==> config.mk <==
export PLATFORM = sky130hd
export DESIGN_NAME = spi_frame_decoder
export DESIGN_NICKNAME = d
export VERILOG_FILES = /design/src/rtl/spi_frame_decoder.sv
export SDC_FILE = /design/constraint.sdc
export NUM_CORES = 1
export LEC_CHECK = 0
export CAP_MARGIN = 0
export CORE_ASPECT_RATIO = 1.25
export CORE_MARGIN = 1.5
export CORE_UTILIZATION = 55
export DETAILED_ROUTE_END_ITERATION = 8
export PLACE_DENSITY = 0.79
export SYNTH_ARGS = -nofsm -noshare
export SYNTH_HDL_FRONTEND = slang
export SYNTH_SLANG_ARGS = --single-unit
==> constraint.sdc <==
create_clock -name w_SPI_Clk -period 2.9 [get_ports w_SPI_Clk]
set_input_delay 0.29 -clock w_SPI_Clk [delete_from_list [all_inputs] [get_ports w_SPI_Clk]]
set_output_delay 0.29 -clock w_SPI_Clk [all_outputs]
set_load 0.02 [all_outputs]
==> src/rtl/spi_frame_decoder.sv <==
// SPI-clock-domain frame decoder: command byte (R/nW + start address) followed by
// data bytes, producing single-cycle write strobes and read-prefetch requests.
module spi_frame_decoder #(
    parameter int unsigned MAX_BURST = 16,
    parameter int unsigned AUTO_INC  = 1
) (
    input  logic       i_Rst_L,
    input  logic       w_SPI_Clk,
    input  logic       i_SPI_CS_n,
    input  logic       i_SPI_MOSI,
    output logic       o_Cmd_Valid,
    output logic       o_Rd_nWr,
    output logic [6:0] o_Addr,
    output logic       o_Wr_En,
    output logic [7:0] o_Wr_Data,
    output logic       o_Rd_En,
    output logic [7:0] o_Byte_Cnt,
    output logic       o_Frame_Err,
    output logic       o_Busy
);

    localparam int unsigned ADDR_W    = 7;
    localparam int unsigned BYTE_W    = 8;
    localparam int unsigned BIT_CNT_W = 3;

    localparam logic [ADDR_W-1:0] ADDR_STEP = ADDR_W'((AUTO_INC != 0) ? 1 : 0);
    localparam logic [BYTE_W-1:0] BURST_LIM = BYTE_W'(MAX_BURST);

    typedef enum logic [1:0] {
        IDLE = 2'd0,
        CMD  = 2'd1,
        DATA = 2'd2,
        OVFL = 2'd3
    } state_t;

    state_t                 state;
    logic [BIT_CNT_W-1:0]   bit_cnt;
    logic [BYTE_W-1:0]      shift_q;
    logic [ADDR_W-1:0]      next_addr;
    logic [BYTE_W-1:0]      byte_c;
    logic [ADDR_W-1:0]      addr_inc_c;

    // Byte as it stands once the current MOSI bit is shifted in.
    assign byte_c     = {shift_q[BYTE_W-2:0], i_SPI_MOSI};
    assign addr_inc_c = next_addr + ADDR_STEP;

    // Frame FSM; all outputs registered, strobes default low every edge.
    always_ff @(posedge w_SPI_Clk or negedge i_Rst_L) begin
        if (!i_Rst_L) begin
            state       <= IDLE;
            bit_cnt     <= '0;
            shift_q     <= '0;
            next_addr   <= '0;
            o_Cmd_Valid <= 1'b0;
            o_Rd_nWr    <= 1'b0;
            o_Addr      <= '0;
            o_Wr_En     <= 1'b0;
            o_Wr_Data   <= '0;
            o_Rd_En     <= 1'b0;
            o_Byte_Cnt  <= '0;
            o_Frame_Err <= 1'b0;
            o_Busy      <= 1'b0;
        end else begin
            o_Cmd_Valid <= 1'b0;
            o_Wr_En     <= 1'b0;
            o_Rd_En     <= 1'b0;

            if (state == IDLE) begin
                if (!i_SPI_CS_n) begin
                    shift_q     <= byte_c;
                    bit_cnt     <= BIT_CNT_W'(1);
                    o_Frame_Err <= 1'b0;
                    o_Byte_Cnt  <= '0;
                    o_Busy      <= 1'b1;
                    state       <= CMD;
                end
            end else if (i_SPI_CS_n) begin
                // CS deassert wins over any byte completion on this edge.
                state   <= IDLE;
                o_Busy  <= 1'b0;
                bit_cnt <= '0;
                if (bit_cnt != '0) begin
                    o_Frame_Err <= 1'b1;
                end
            end else begin
                shift_q <= byte_c;
                bit_cnt <= bit_cnt + BIT_CNT_W'(1);
                if (bit_cnt == BIT_CNT_W'(7)) begin
                    case (state)
                        CMD: begin
                            o_Rd_nWr    <= byte_c[7];
                            o_Addr      <= byte_c[ADDR_W-1:0];
                            next_addr   <= byte_c[ADDR_W-1:0];
                            o_Cmd_Valid <= 1'b1;
                            o_Rd_En     <= byte_c[7];
                            state       <= DATA;
                        end
                        DATA: begin
                            if (o_Byte_Cnt == BURST_LIM) begin
                                o_Frame_Err <= 1'b1;
                                state       <= OVFL;
                            end else if (o_Rd_nWr) begin
                                // Prefetch the byte that will be shifted out next.
                                next_addr  <= addr_inc_c;
                                o_Addr     <= addr_inc_c;
                                o_Rd_En    <= 1'b1;
                                o_Byte_Cnt <= o_Byte_Cnt + BYTE_W'(1);
                            end else begin
                                o_Wr_En    <= 1'b1;
                                o_Wr_Data  <= byte_c;
                                o_Addr     <= next_addr;
                                next_addr  <= addr_inc_c;
                                o_Byte_Cnt <= o_Byte_Cnt + BYTE_W'(1);
                            end
                        end
                        default: begin
                        end
                    endcase
                end
            end
        end
    end

endmodule

== Yosys cells after proc, flatten, opt, wreduce, memory -nomap -nowiden ==
Index checks and enable logic that the tools add are counted.

* Flip-flop bits (word level): 48
* Input bits: 4
* Logic and storage cells: 92

* Add/sub/neg operators: 3
* Equal/unequal tests: 9
* Muxes and demuxes: 46
* Bitwise gates (word level): 4
* Reduce and logical (&&, ||, !) cells: 17

{| class="wikitable"
|+ Operator list
! kind !! number
|-
| $mux 8 || 6
|-
| $pmux 7 s2 || 2
|-
| $mux 1 || 25
|-
| $mux 7 || 3
|-
| $reduce_and 4->1 || 3
|-
| $reduce_bool 3->1 || 4
|-
| $mux 2 || 5
|-
| $reduce_and 5->1 || 2
|-
| $mux 3 || 3
|-
| $add 8x1->8 const B || 1
|-
| $eq 8x5->1 const B || 1
|-
| $reduce_bool 2->1 || 4
|-
| $add 7x1->7 const B || 1
|-
| $ne 2x2->1 const B || 3
|-
| $reduce_and 6->1 || 1
|-
| $ne 4x4->1 const B || 1
|-
| $not 1->1 || 4
|-
| $pmux 2 s2 || 1
|-
| $reduce_bool 4->1 || 1
|-
| $add 3x1->3 const B || 1
|-
| $eq 3x3->1 const B || 1
|-
| $eq 2x1->1 const B || 1
|-
| $eq 2x2->1 const B || 1
|-
| $logic_not 2->1 || 1
|-
| 3 further kinds || 3
|}

== Longest topological paths before layout ==
Gate-level depths: netlist of run 1.

* Depth after elaboration: 6
* Gate-level depth with buffers: 8
* Mapped depth without buffers: 7

== Least setup slack after synthesis of run 1 ==
OpenSTA, ideal clock, no wires.

* Path kind: register to register
* From: reg o_Byte_Cnt[0]
* To: reg o_Wr_Data[0]
* Arrival time: 2.035 ns
* Slack: 0.740 ns
* Stages on the path, launching flop included: 8
* Path buffers: 1
* Clock period less this slack: 2.160 ns
* Cell sequence: dfrtp_1 > inv_1 > ha_1 > nor3b_1 > a21bo_1 > or4_1 > buf_6 > mux2_4

* Cells in the longest elaborated chain, start to end: 3

{| class="wikitable"
|+ RTL lines
! what !! line !! text
|-
| start: declaration || 17 || <nowiki>output logic [7:0] o_Byte_Cnt,</nowiki>
|-
| start signal: assignment || 107 || <nowiki>o_Byte_Cnt <= o_Byte_Cnt + BYTE_W'(1);</nowiki>
|-
| start signal: assignment || 113 || <nowiki>o_Byte_Cnt <= o_Byte_Cnt + BYTE_W'(1);</nowiki>
|-
| $eq 8x5->1 || 99 || <nowiki>if (o_Byte_Cnt == BURST_LIM) begin</nowiki>
|-
| $not 1->1 (no source line) || n/a ||
|-
| $reduce_and 6->1 (no source line) || n/a ||
|-
| end signal: assignment || 110 || <nowiki>o_Wr_Data <= byte_c;</nowiki>
|-
| end: declaration || 15 || <nowiki>output logic [7:0] o_Wr_Data,</nowiki>
|}

Every way passes these cells.
A chain may end at the register's enable or synchronous reset.

== Final worst setup path of run 1 ==
* From: reg o_Byte_Cnt[0]
* To: reg o_Wr_Data[7]

The elaborated chain is that of the path after synthesis.

==> results.md, run 1 <==
- Initial antenna violation count: 0
- CP Capture Type: flip-flop
- Worst setup SP type: flip-flop
- Routed Antenna Nets: 0
- CTS tree: done
- Vias in the first global route: 1,772
- Yosys reg bits: 48
- Final setup viols: 0
- Number of synthesized flops with an enable pin: 0
- Sequential share of the synthesized area: 0.465
- Yosys cell types: 49
- Outcome: finished clean
- Core Area: 0.00446 sq mm
- Slowest CP cell: or4_1
- Hold_buf cts: 0
- Worst-path clk slew: 0.09 ns
- Cell Pwr Density: 575 mW/mm^2
- Antenna diodes: 0
- Leak: 0.00134 uW
- P&R area growth vs syn: 17.5%
- Arrival time worst endpoint: between 2 and 3 ns
- Synth Instances: between 200 and 300
- Crit-path cells: inv_1, ha_1, nor3b_1, buf_4, a21bo_1, or4_1, mux2_4
- Placed cells: 330
- Clock power share: 0.281
- Maximum buffer depth of the clock tree: 2
- Routability congestion estimate from global placement: 0.822
- Total of max-cap violations: 0
- Max Slew Vio Count: 0
- Largest net degree at the start of global routing: 49
- Slew @ Worst Pin: 1.03 ns
- Crit path kind: flip-flop to flip-flop
- Peak supply drop: between 600 and 700 uV
- Clock Tree Root: clkbuf_8
- Fin. Hold Viols: 0
- Worst hold path type: input pin to async pin
- First-pass detailed-route iteration total: 4
- Post-layout nets: 294
- Area share of the largest cell type after synthesis: 0.465
- Post-synth top area cell: dfrtp_1
- WL/cell: 14.2 um
- Worst-Skew Late Latency: 0.30 ns
- Chip height: 79.6 um
- Final worst-path cycle share: 0.827
- Reg2Reg Launch Point: o_Byte_Cnt[0]
- Total GRT Usage: 0.204
- # IOs: 33
- DRC: 0
- Via count: 1,903
- CP Max Fanout: 9
- H-tree Lvls: 2
- Starting density of the core: 0.579
- Clock Skew: 0.00973 ns
- Drt initial violations: 96
- Largest stage delay, worst path: approximately 0.67 ns
- Via density: 5.63
- Die ar.: about 0.0051 sq mm
- Syn_area_per_cell: a little over 10 sq um
- Fmax: 417 MHz
- DP Wirelength: 3450 um
- Share of layout cells above drive strength 1: 0.118
- CTS buffer count: 5
- First-pass GRT wire length: 8140 um
- Async SR Flop Fraction: 1.00
- CP required: 3.09 ns
- Resized cells post-CTS: 0
- Ys flop type: dfrtp_1
- Setup_tns: 0 ns
- Final global-route overflow total: 0
- Post-layout min period: between 2 and 2.5 ns
- Number of port buffers: 32
- Worst setup path startpoint: o_Byte_Cnt[0]
- Non-filler cells, final: 338
- Slew headroom: 0.314
- Die width: about 64 um
- Syn Nets: approximately 270
- Final WL: 4810 um
- Comb power frac: 0.238
- Int Power: 1200 uW
- RSZ-0062 raised after global routing: no
- CTS sink count: 48
- Setup bufs post-CTS: 0
- Total power: 1750 uW
- Switching share of power: 0.311
- Switching power of the nets: 543 uW
- Part of the power in registers: 0.481
- FP Rows: 27
- Top post-synthesis cells by area: dfrtp_1 46%, ha_1 5.3%, mux2_4 4.6%
- Synth warn: 0
- Mapped cell area: 0.00258 sq mm
-- flip-flops by register name (all words and copies together), names as in the netlist --
signal / flops
o_Wr_Data: 8
state: 2
o_Addr: 7
next_addr: 7
bit_cnt: 3
shift_q: 7
o_Rd_En: 1
o_Rd_nWr: 1
o_Wr_En: 1
o_Frame_Err: 1
o_Byte_Cnt: 8
o_Busy: 1
o_Cmd_Valid: 1
-- worst max-delay path, delay by kind of cell (launching register included) --
kind	cells	cell delay, ns
AO/OA/AOI/OAI	1	0.21
adder cells (fa/ha/maj)	1	0.20
buffers and inverters	2	0.22
flip-flops	1	0.47
multiplexers	1	0.39
AND/OR/NAND/NOR	2	0.80
-- Yosys cell counts, drive strengths merged, types with 2 or more instances --
cell type   n
a211oi      5
a21o        4
a21oi      13
a31oi       3
and3        4
buf         7
clkbuf     11
dfrtp      48
ha         11
inv        10
mux2       18
mux2i       6
nand2      21
nand2b      3
nand3       8
nand4       4
nor2       22
nor3        5
nor3b       4
nor4b       2
o21ai      15
o22a        2
o32ai       2
xnor2       6
xor2        2
-- placed cells by master, fill, tap and decap left out, drive strengths merged, types with 8 or more instances in the layout --
cell           netlist  final
dfrtp               48     48
clkdlybuf4s50        0     31
nor2                22     22
nand2               21     21
mux2                18     18
o21ai               15     15
a21oi               13     13
ha                  11     11
inv                 10     11
nand3                8      8
-- worst paths after layout --
check | slack (ns) | endpoint | cells after the start
worst max register to register | 0.50 | o_Wr_Data[7] | 7
worst max-delay path | 0.50 | o_Wr_Data[7] | 7
min in group w_SPI_Clk | 0.48 | o_Addr[2] | 1
max in group asynchronous | 2.10 | o_Byte_Cnt[7] | 1
worst min register to register | 0.48 | o_Addr[2] | 1
worst min-delay path | 0.16 | o_Wr_Data[5] | 1
-- kinds of logic (layout without fill, tap and decap cells) --
group / Yosys count / in the layout / share of synthesized area
AO/OA/AOI/OAI: 52 / 52 / 0.128
XOR/XNOR: 8 / 8 / 0.0271
adder cells (fa/ha/maj): 11 / 11 / 0.0533
buffers and inverters: 29 / 55 / 0.0470
flip-flops: 48 / 48 / 0.465
multiplexers: 24 / 24 / 0.113
AND/OR/NAND/NOR: 82 / 82 / 0.167
-- cell type report --
type | count | area [sq um]
clock inverter | 3 | 46.3
sequential | 48 | 1200
multi-input combinational | 177 | 1260
timing repair buffer | 36 | 345
clock buffer | 5 | 68.8
fill | 372 | 1420
inverter | 11 | 41.3
tap | 58 | 72.6
-- power groups by stage --
stage / clock (uW) / combinational, uW / sequential, uW
floorplan: 0 / 280 / 847
global placement: 0 / 404 / 854
detailed placement: 0 / 413 / 856
CTS: 503 / 419 / 842
global route: 537 / 462 / 855
finish: 490 / 416 / 841
-- per-layer routing --
layer | global-route usage | routed length, um
met5 | 0 | 0
met4 | 0.0681 | 63
met3 | 0.0465 | 184
met2 | 0.355 | 2460
met1 | 0.249 | 2100
-- per-stage QoR --
step,hold slack [ns],instance area [sq um],util,worst slack [ns]
final,0.162,3040,0.681,0.501
after global routing,0.261,3040,0.681,0.401
after CTS,0.205,3040,0.681,0.492
after detailed placement,0.466,2920,0.655,0.500
after global placement,0.460,2920,0.655,0.561
after floorplan,-0.00559,2580,-,0.740
No activity file was read; power rests on OpenSTA's default activity.
==> run 2: changes to the inputs <==
CORE_UTILIZATION = 50   (was 55)
PLACE_DENSITY = 0.76   (was 0.79)
clock period = 2.2 ns   (was 2.9 ns; I/O delays follow)
==> run 2 against run 1 <==
The run now ends with hold timing left. Cell count is 4.1% higher. Cell area is 2.7% higher. Clock power grew 8.2%.
==> results.md, run 2 (same netlist as run 1, synthesis figures left out) <==
- Total of max-cap violations: 0
- Most frequent cells in the layout: 48 x dfrtp_1, 31 x clkdlybuf4s50_1, 22 x nor2_1, 21 x nand2_1
- Via density: about 5.5
- Chip height: 83.4 um
- Max Slew Vio Count: 0
- Post-layout util: 0.618
- Routability congestion estimate from global placement: roughly 0.78
- Die ar.: 0.00561 sq mm
- Via count: between 1.5k and 2k
- Final setup viols: 0
- Setup bufs post-CTS: 0
- CTS buffer count: 5
- H-tree Lvls: 2
- Fin. Hold Viols: 15
- FP Rows: 29
- Largest registers: o_Byte_Cnt: 8 flops, o_Wr_Data: 8 flops
- DRC: 0
- CP Capture Type: flip-flop
- CTS tree: done
- CTS sink count: 48
- Slew headroom: 0.610
- Fmax: 491 MHz
- First-pass GRT wire length: 9140 um
- Total GRT Usage: 0.214
- P&R area growth vs syn: 20.7%
- Cell Pwr Density: between 700 and 800 mW/mm^2
- Number of port buffers: 32
- Hold_ws: -0.00595 ns
- Share of layout cells above drive strength 1: 0.148
- Outcome: complete, but fails checks
- Crit path kind: flip-flop to flip-flop
- RSZ-0062 raised after global routing: no
- Arrival time worst endpoint: about 2.2 ns
- Post-layout nets: 304
- Post-layout min period: between 2 and 2.5 ns
- Antenna diodes: 0
- Worst hold path type: input pin to async pin
- Design area: 0.00312 sq mm
- Worst-path clk slew: 0.09 ns
- CP Max Fanout: 9
- Worst-Skew Late Latency: 0.30 ns
- First-pass detailed-route iteration total: 4
- WL/cell: 14.8 um
- # IOs: 33
- Clock Tree Root: clkbuf_8
- Die width: 67.3 um
- Resized cells post-CTS: 0
- Most common cell after layout, fill and taps aside: dfrtp_1
- CP required: 2.40 ns
- Failing checks: hold timing
- Hold_buf cts: 0
- Initial antenna violation count: 0
- Core Area: 0.00504 sq mm
- Clock Skew: between 0.006 and 0.007 ns
- Final worst-path cycle share: 0.925
- Largest net degree at the start of global routing: 49
- Worst setup SP type: flip-flop
- Final global-route overflow total: 0
- Routed Antenna Nets: 0
- Final WL: 5210 um
- Leak: 0.00139 uW
- Vias in the first global route: 1,941
- Peak supply drop: between 600 and 700 uV
- DP Wirelength: roughly 3700 um
- Post-Place Worst Slack: roughly 0.18 ns
- Slew @ Worst Pin: between 0.5 and 0.6 ns
- Maximum buffer depth of the clock tree: 2
- Setup_tns: 0 ns
- Drt initial violations: 82
- Post-route setup slack: about 0.16 ns
- Area of placed instances: ~0.003 sq mm
- Starting density of the core: 0.512
==> run 2: cell types whose count changed in the layout (fill, tap and decap cells not counted) <==
cell,change
clkinv_4,+1
clkinvlp_4,+1
bufinv_16,-1
buf_12,+2
buf_4,+8
inv_6,-1
==> run 2: critical path: stages (launching register included) <==
cell and delay [ns]:
dfrtp_1 0.39, inv_1 0.10, ha_1 0.25, a21bo_1 0.25, or4_1 0.46, buf_12 0.18
mux2_4 0.29
==> run 2: layout make-up <==
type	instances	area, sq um
flip-flops and latches	48	1200
clock inverters	3	23.8
well taps	62	77.6
repair buffers	46	445
clock buffers	5	68.8
multi-input cells	177	1260
inverters	11	41.3
fillers	456	1920
==> run 2: per-stage QoR <==
stage | instances | total power [uW]
6_report | 352 | 2220
3_3_place_gp | 344 | 1690
2_1_floorplan | 254 | 1490
5_1_grt | 352 | 2380
4_1_cts | 352 | 2250
3_5_place_dp | 344 | 1710
==> run 2: layer usage <==
layer  global-route usage  part of all wire
met5                    0                 0
met3               0.0515             0.049
met2                0.343              0.50
met1                0.267              0.42
met4               0.0965             0.028
==> run 2: path summary, 6_finish.rpt <==
| check | from | cells past startpoint | slack [ns] | to |
|---|---|---|---|---|
| setup / recovery | state[0] | 6 | 0.16 | o_Wr_Data[1] |
| hold reg to reg | o_Addr[2] | 1 | 0.49 | o_Addr[2] |
| min in group w_SPI_Clk | o_Addr[2] | 1 | 0.49 | o_Addr[2] |
| setup reg to reg | state[0] | 6 | 0.16 | o_Wr_Data[1] |
| hold / removal | i_Rst_L | 2 | -0.006 | o_Wr_Data[1] |
| max in group asynchronous | i_Rst_L | 2 | 1.81 | shift_q[3] |
==> run 2: power breakdown <==
group | switching (uW) | internal [uW] | total (uW)
combinational | 310 | 271 | 581
sequential | 114 | 994 | 1110
clock | 305 | 225 | 530
